<file path="src/rtl/debounce_autorepeat.sv">
// Two-button debouncer with press-and-hold auto-repeat, producing single-cycle
// increment/decrement enables for a downstream up/down counter.
module debounce_autorepeat #(
    parameter int DEB_CYCLES = 1000000,
    parameter int REP_DELAY  = 50000000,
    parameter int REP_PERIOD = 20000000
) (
    input  logic clk,
    input  logic reset,
    input  logic btn_up,
    input  logic btn_down,
    output logic enUP,
    output logic enDOWN,
    output logic active
);

    localparam int DEB_W   = $clog2(DEB_CYCLES) + 1;
    localparam int REP_MAX = (REP_DELAY > REP_PERIOD) ? REP_DELAY : REP_PERIOD;
    localparam int REP_W   = $clog2(REP_MAX) + 1;

    localparam logic [DEB_W-1:0] DEB_LAST    = DEB_W'(DEB_CYCLES - 1);
    localparam logic [REP_W-1:0] DELAY_LAST  = REP_W'(REP_DELAY - 1);
    localparam logic [REP_W-1:0] PERIOD_LAST = REP_W'(REP_PERIOD - 1);

    localparam int UP   = 0;
    localparam int DOWN = 1;

    typedef enum logic [1:0] {
        IDLE,
        DELAY,
        REPEAT,
        LOCK
    } state_t;

    typedef enum logic {
        DIR_UP,
        DIR_DOWN
    } dir_t;

    function automatic logic [DEB_W-1:0] deb_inc(input logic [DEB_W-1:0] cnt);
        return (cnt == {DEB_W{1'b1}}) ? cnt : cnt + DEB_W'(1);
    endfunction

    function automatic logic [REP_W-1:0] rep_inc(input logic [REP_W-1:0] cnt);
        return (cnt == {REP_W{1'b1}}) ? cnt : cnt + REP_W'(1);
    endfunction

    logic [1:0]            sync_p0;
    logic [1:0]            sync_p1;
    logic [1:0]            deb;
    logic [1:0][DEB_W-1:0] deb_cnt;

    state_t            state_q;
    state_t            state_d;
    dir_t              dir_q;
    dir_t              dir_d;
    logic [REP_W-1:0]  rep_cnt_q;
    logic [REP_W-1:0]  rep_cnt_d;
    logic              up_d;
    logic              down_d;
    logic              held;
    logic              other;
    logic [REP_W-1:0]  rep_last;

    // Stage p0/p1: two-flop synchronizer for both raw buttons
    always_ff @(posedge clk or posedge reset) begin
        if (reset) begin
            sync_p0 <= '0;
            sync_p1 <= '0;
        end else begin
            sync_p0 <= {btn_down, btn_up};
            sync_p1 <= sync_p0;
        end
    end

    // Debounce: level flips only after DEB_CYCLES consecutive disagreeing samples
    always_ff @(posedge clk or posedge reset) begin
        if (reset) begin
            deb     <= '0;
            deb_cnt <= '0;
        end else begin
            for (int i = 0; i < 2; i++) begin
                if (sync_p1[i] == deb[i]) begin
                    deb_cnt[i] <= '0;
                end else if (deb_cnt[i] == DEB_LAST) begin
                    deb[i]     <= sync_p1[i];
                    deb_cnt[i] <= '0;
                end else begin
                    deb_cnt[i] <= deb_inc(deb_cnt[i]);
                end
            end
        end
    end

    always_ff @(posedge clk or posedge reset) begin
        if (reset) begin
            state_q   <= IDLE;
            dir_q     <= DIR_UP;
            rep_cnt_q <= '0;
            enUP      <= 1'b0;
            enDOWN    <= 1'b0;
        end else begin
            state_q   <= state_d;
            dir_q     <= dir_d;
            rep_cnt_q <= rep_cnt_d;
            enUP      <= up_d;
            enDOWN    <= down_d;
        end
    end

    always_comb begin
        state_d   = state_q;
        dir_d     = dir_q;
        rep_cnt_d = '0;
        up_d      = 1'b0;
        down_d    = 1'b0;
        held      = (dir_q == DIR_UP) ? deb[UP] : deb[DOWN];
        other     = (dir_q == DIR_UP) ? deb[DOWN] : deb[UP];
        rep_last  = (state_q == DELAY) ? DELAY_LAST : PERIOD_LAST;

        case (state_q)
            IDLE: begin
                if (deb[UP] && deb[DOWN]) begin
                    state_d = LOCK;
                end else if (deb[UP]) begin
                    up_d    = 1'b1;
                    dir_d   = DIR_UP;
                    state_d = DELAY;
                end else if (deb[DOWN]) begin
                    down_d  = 1'b1;
                    dir_d   = DIR_DOWN;
                    state_d = DELAY;
                end
            end
            DELAY, REPEAT: begin
                // Conflict and release both take priority over a due repeat pulse
                if (other) begin
                    state_d = LOCK;
                end else if (!held) begin
                    state_d = IDLE;
                end else if (rep_cnt_q == rep_last) begin
                    up_d    = (dir_q == DIR_UP);
                    down_d  = (dir_q == DIR_DOWN);
                    state_d = REPEAT;
                end else begin
                    rep_cnt_d = rep_inc(rep_cnt_q);
                end
            end
            LOCK: begin
                if (!deb[UP] && !deb[DOWN]) begin
                    state_d = IDLE;
                end
            end
            default: begin
                state_d = IDLE;
            end
        endcase
    end

    assign active = (state_q != IDLE);

endmodule

</file>
<file path="config.mk">
export PLATFORM = sky130hd
export DESIGN_NAME = debounce_autorepeat
export DESIGN_NICKNAME = d
export VERILOG_FILES = /design/src/rtl/debounce_autorepeat.sv
export SDC_FILE = /design/constraint.sdc
export NUM_CORES = 1
export LEC_CHECK = 0
export BUFFER_PORTS_ARGS = -buffer_cell sky130_fd_sc_hd__buf_2
export CORE_AREA = 10 10 87 146
export CTS_BUF_LIST = sky130_fd_sc_hd__clkbuf_16
export DETAILED_ROUTE_END_ITERATION = 10
export DIE_AREA = 0 0 97 156
export PLACE_DENSITY = 0.65
export SYNTH_ARGS = -nofsm -noshare
export SYNTH_HDL_FRONTEND = slang
export SYNTH_SLANG_ARGS = --single-unit
</file>
<file path="constraint.sdc">
create_clock -name clk -period 2.4 [get_ports clk]
set_input_delay 0.36 -clock clk [delete_from_list [all_inputs] [get_ports clk]]
set_output_delay 0.36 -clock clk [all_outputs]
set_load 0.02 [all_outputs]
</file>
==> results.rst <==
.. list-table::
   :header-rows: 1

   * - Metric
     - Value
   * - TritonCTS clock tree
     - built
   * - Layout Cells excl Fill
     - roughly 630
   * - Syn Nets
     - 488
   * - Worst clock skew
     - between 7 and 8 ps
   * - Clock network latency to the later pin of the worst-skew pair
     - 340 ps
   * - Path type of the worst min-delay path
     - in2async
   * - First-pass iteration count of the detailed router
     - 4
   * - Core ar.
     - 10,200 um2
   * - Post-layout instance area
     - 5060 um2
   * - Nets@finish
     - 511
   * - Simple-gate share of the synthesized area
     - 0.276
   * - Relative slew slack
     - 0.574
   * - Setup slack after placement
     - 120 ps
   * - Via count of the first global-routing pass
     - around 3,800
   * - Total negative slack
     - 0 ps
   * - Placed cell count
     - 611
   * - Leakage power
     - 2.09 nW
   * - Num Clock Sinks
     - 80
   * - Final number of setup-violating endpoints
     - 0
   * - Via-per-instance ratio
     - between 5 and 6
   * - Design internal power
     - 2.06 mW
   * - Pin slew with the least headroom to its limit
     - 623 ps
   * - Root buf cell
     - sky130_fd_sc_hd__clkbuf_16
   * - Total of buffers placed on input and output ports
     - 6
   * - Element type at the critical path end
     - flip-flop
   * - Count of synthesis-stage warnings from yosys
     - 0
   * - Share of final-layout standard cells stronger than drive strength 1
     - 0.128
   * - Area growth from synthesis to layout
     - 12.7%
   * - Worst reg-to-reg path cell count
     - 8
   * - Minimum setup slack in the final design
     - 136 ps
   * - Clock share of power
     - 0.454
   * - Post-cts sizing count
     - 0
   * - Critical Path Start Type
     - flip-flop
   * - Final HPWL from detailed placement
     - 7690 um
   * - Leading cell type by number of instances after synthesis
     - sky130_fd_sc_hd__dfrtp_1
   * - Starting density of the core
     - 0.439
   * - Overall power
     - 2.64 mW
   * - Flop-to-flop setup slack
     - 140 ps
   * - Syn avg cell area
     - 9.52 um2
   * - Cell type with the highest aggregate area in the netlist
     - sky130_fd_sc_hd__dfrtp_1
   * - Wire length of the first global-routing pass
     - between 15,000 and 20,000 um
   * - Number of buffers created by CTS
     - 9
   * - Power Dens Cells
     - 522 nW/um2
   * - Horizontal extent of the die
     - approximately 97 um
   * - Antenna diode count
     - 0
   * - Top achievable clock speed
     - 0.442 GHz
   * - Critical register-to-register path endpoint
     - rep_cnt_q[4]
   * - Post-layout minimum cycle time
     - ~2300 ps
   * - Final Wtd Congestion
     - 0.889
   * - Final number of hold-violating endpoints
     - 0
   * - Fraction of synthesized area in multiplexers
     - 0.0184
   * - Launching point of the worst reg2reg path
     - state_q[1]
   * - Critical path required time
     - 2620 ps
   * - Maximum vdd drop
     - 0.000355 V
   * - Remaining antenna violation count after routing
     - 0
   * - # rows
     - slightly below 50
   * - EDFF count, synth
     - 0
   * - Hold_ws
     - 112 ps
   * - Status
     - complete, no violations
   * - Final Util
     - 0.495
   * - Antenna violations before repair
     - 0
   * - Overall die area
     - 15,100 um2
   * - CTS hold repair buffers
     - 0
   * - Setup CP Type
     - reg2reg
   * - Cell area reported after detailed placement
     - 4810 um2
   * - Compound-Gate Fraction of Synth Area
     - 0.114
   * - Reported net switching power
     - roughly 0.58 mW
   * - Layout fillers
     - 958
   * - Xor and xnor area share after synthesis
     - 0.0838
   * - Portion of synthesized cell area occupied by the leading cell type
     - 0.446
   * - Final max-slew violation count
     - 0
   * - Boundary Pins
     - 7
   * - 1st-iter DRT viols
     - around 130
   * - Yosys reg bits
     - 80
   * - DR vias
     - 3,695
   * - Number of setup buffers added after CTS
     - 0
   * - Proportion of total power due to net switching
     - 0.220
   * - Final period util
     - 0.943
   * - Mapped Cells
     - between 400 and 500
   * - Setup repair after global routing missed its margin
     - no
   * - Largest buffer count on any clock path
     - 2
   * - CTS HTree Levels
     - 3
   * - Combined area of all synthesized cells
     - 4490 um2
   * - Gr ovfl total
     - 0
   * - Pin count of the biggest net entering global routing
     - 33
   * - Final routed DRC violation total
     - 0
   * - Top post-synthesis cells by area
     - sky130_fd_sc_hd__dfrtp_1, sky130_fd_sc_hd__nor2_1, sky130_fd_sc_hd__xor2_1
   * - Max-Cap Viols
     - 0
   * - Post-synthesis adder-cell area fraction
     - 0.0334
   * - Largest family of logic cells by synthesized area
     - simple AND/OR/NAND/NOR gates
   * - Arrival time of data at the critical path endpoint
     - 2480 ps
   * - Combinational power share
     - 0.027
   * - Multi-input logic area
     - 2370 um2
   * - Post-synthesis sequential area ratio
     - 0.446
   * - Wire length after detailed routing
     - about 10,000 um
   * - Cell types with the highest counts after synthesis
     - sky130_fd_sc_hd__dfrtp_1, sky130_fd_sc_hd__nor2_1, sky130_fd_sc_hd__xor2_1, sky130_fd_sc_hd__nand2_1, sky130_fd_sc_hd__a21oi_1
   * - Vertical die dimension
     - between 150 and 200 um
   * - Clock slew at the register clock pins of the worst setup and hold paths
     - 60 ps
   * - Sequential share of power
     - 0.519
   * - Area taken by flip-flops and latches
     - 2000 um2
   * - Synth cell types
     - 51
   * - Total track usage
     - 0.141
   * - Wire per inst
     - 16.7 um
   * - Crit path max fanout
     - 26
   * - Share of flip-flops with an asynchronous set or reset after synthesis
     - 1.00
   * - Primary FF master, synth
     - sky130_fd_sc_hd__dfrtp_1
## worst max-delay path, stage by stage, from the launching register on
cell and delay [ps]:
sky130_fd_sc_hd__dfrtp_1 370, sky130_fd_sc_hd__inv_1 90, sky130_fd_sc_hd__ha_1 230, sky130_fd_sc_hd__or4b_2 680
sky130_fd_sc_hd__nor3_2 120, sky130_fd_sc_hd__o221a_2 250, sky130_fd_sc_hd__or2_1 150, sky130_fd_sc_hd__buf_12 180
sky130_fd_sc_hd__nor3_1 70
## placed cells by master (no fill, tap or decap), types with 6 or more instances in the layout
| master | netlist | final |
|---|---|---|
| sky130_fd_sc_hd__a21oi_1 | 24 | 24 |
| sky130_fd_sc_hd__a31oi_1 | 8 | 8 |
| sky130_fd_sc_hd__and3_1 | 11 | 11 |
| sky130_fd_sc_hd__and4_1 | 12 | 12 |
| sky130_fd_sc_hd__buf_2 | 5 | 6 |
| sky130_fd_sc_hd__buf_4 | 3 | 24 |
| sky130_fd_sc_hd__clkbuf_16 | 0 | 9 |
| sky130_fd_sc_hd__dfrtp_1 | 80 | 80 |
| sky130_fd_sc_hd__ha_1 | 12 | 12 |
| sky130_fd_sc_hd__inv_1 | 8 | 8 |
| sky130_fd_sc_hd__mux2i_1 | 6 | 6 |
| sky130_fd_sc_hd__nand2_1 | 25 | 25 |
| sky130_fd_sc_hd__nand3_1 | 20 | 20 |
| sky130_fd_sc_hd__nand4_1 | 23 | 23 |
| sky130_fd_sc_hd__nor2_1 | 64 | 64 |
| sky130_fd_sc_hd__nor3_1 | 11 | 10 |
| sky130_fd_sc_hd__nor4_1 | 10 | 10 |
| sky130_fd_sc_hd__o211ai_1 | 6 | 6 |
| sky130_fd_sc_hd__o21ai_0 | 23 | 23 |
| sky130_fd_sc_hd__or3_1 | 12 | 12 |
| sky130_fd_sc_hd__xnor2_1 | 17 | 17 |
| sky130_fd_sc_hd__xor2_1 | 26 | 26 |
## power by group through the flow
stage	registers (mW)	clock network, mW	logic (mW)
floorplan	1.39	0	0.0473
global placement	1.40	0	0.0713
detailed placement	1.40	0	0.0738
CTS	1.37	1.23	0.0749
global route	1.37	1.29	0.0827
finish	1.37	1.20	0.0713
## worst max path at each step
stage,startpoint,end,slack (ps)
after CTS,state_q[1],rep_cnt_q[4],110
final,state_q[1],rep_cnt_q[4],140
after floorplan,state_q[0],rep_cnt_q[26],210
after global placement,state_q[1],rep_cnt_q[24],180
after detailed placement,state_q[1],rep_cnt_q[4],120
after global routing,state_q[1],rep_cnt_q[4],10
## kinds of logic after synthesis
group,Yosys count
AOI/OAI and AO/OA,82
xor gates and xnor gates,43
adders and majority gates,12
buffers and inverters,28
DFF,80
muxes,8
and+or+nand+nor,219
## cell type report
cell class                      count  area share
Multi-Input combinational cell    364       0.467
Sequential cell                    80       0.395
Timing Repair Buffer               32      0.0494
Clock buffer                        9      0.0445
Tap cell                          127      0.0314
Inverter                            8     0.00667
Clock inverter                      6     0.00568
## metal layers
| layer | track usage | routed length [um] | vias up |
|---|---|---|---|
| li1 | - | - | 1789 |
| met1 | 0.141 | 4040 | 1833 |
| met2 | 0.267 | 5880 | 45 |
| met3 | 0.0222 | 183 | 28 |
| met4 | 0.0797 | 358 | 0 |
| met5 | 0 | 0 | - |
## state kept, by name, indices dropped and copies added (netlist names)
name / count
deb_cnt: 42
rep_cnt_q: 27
deb: 2
state_q: 2
sync_p0: 2
sync_p1: 2
dir_q: 1
enDOWN: 1
enUP: 1
(Power assumes the default switching activity.)
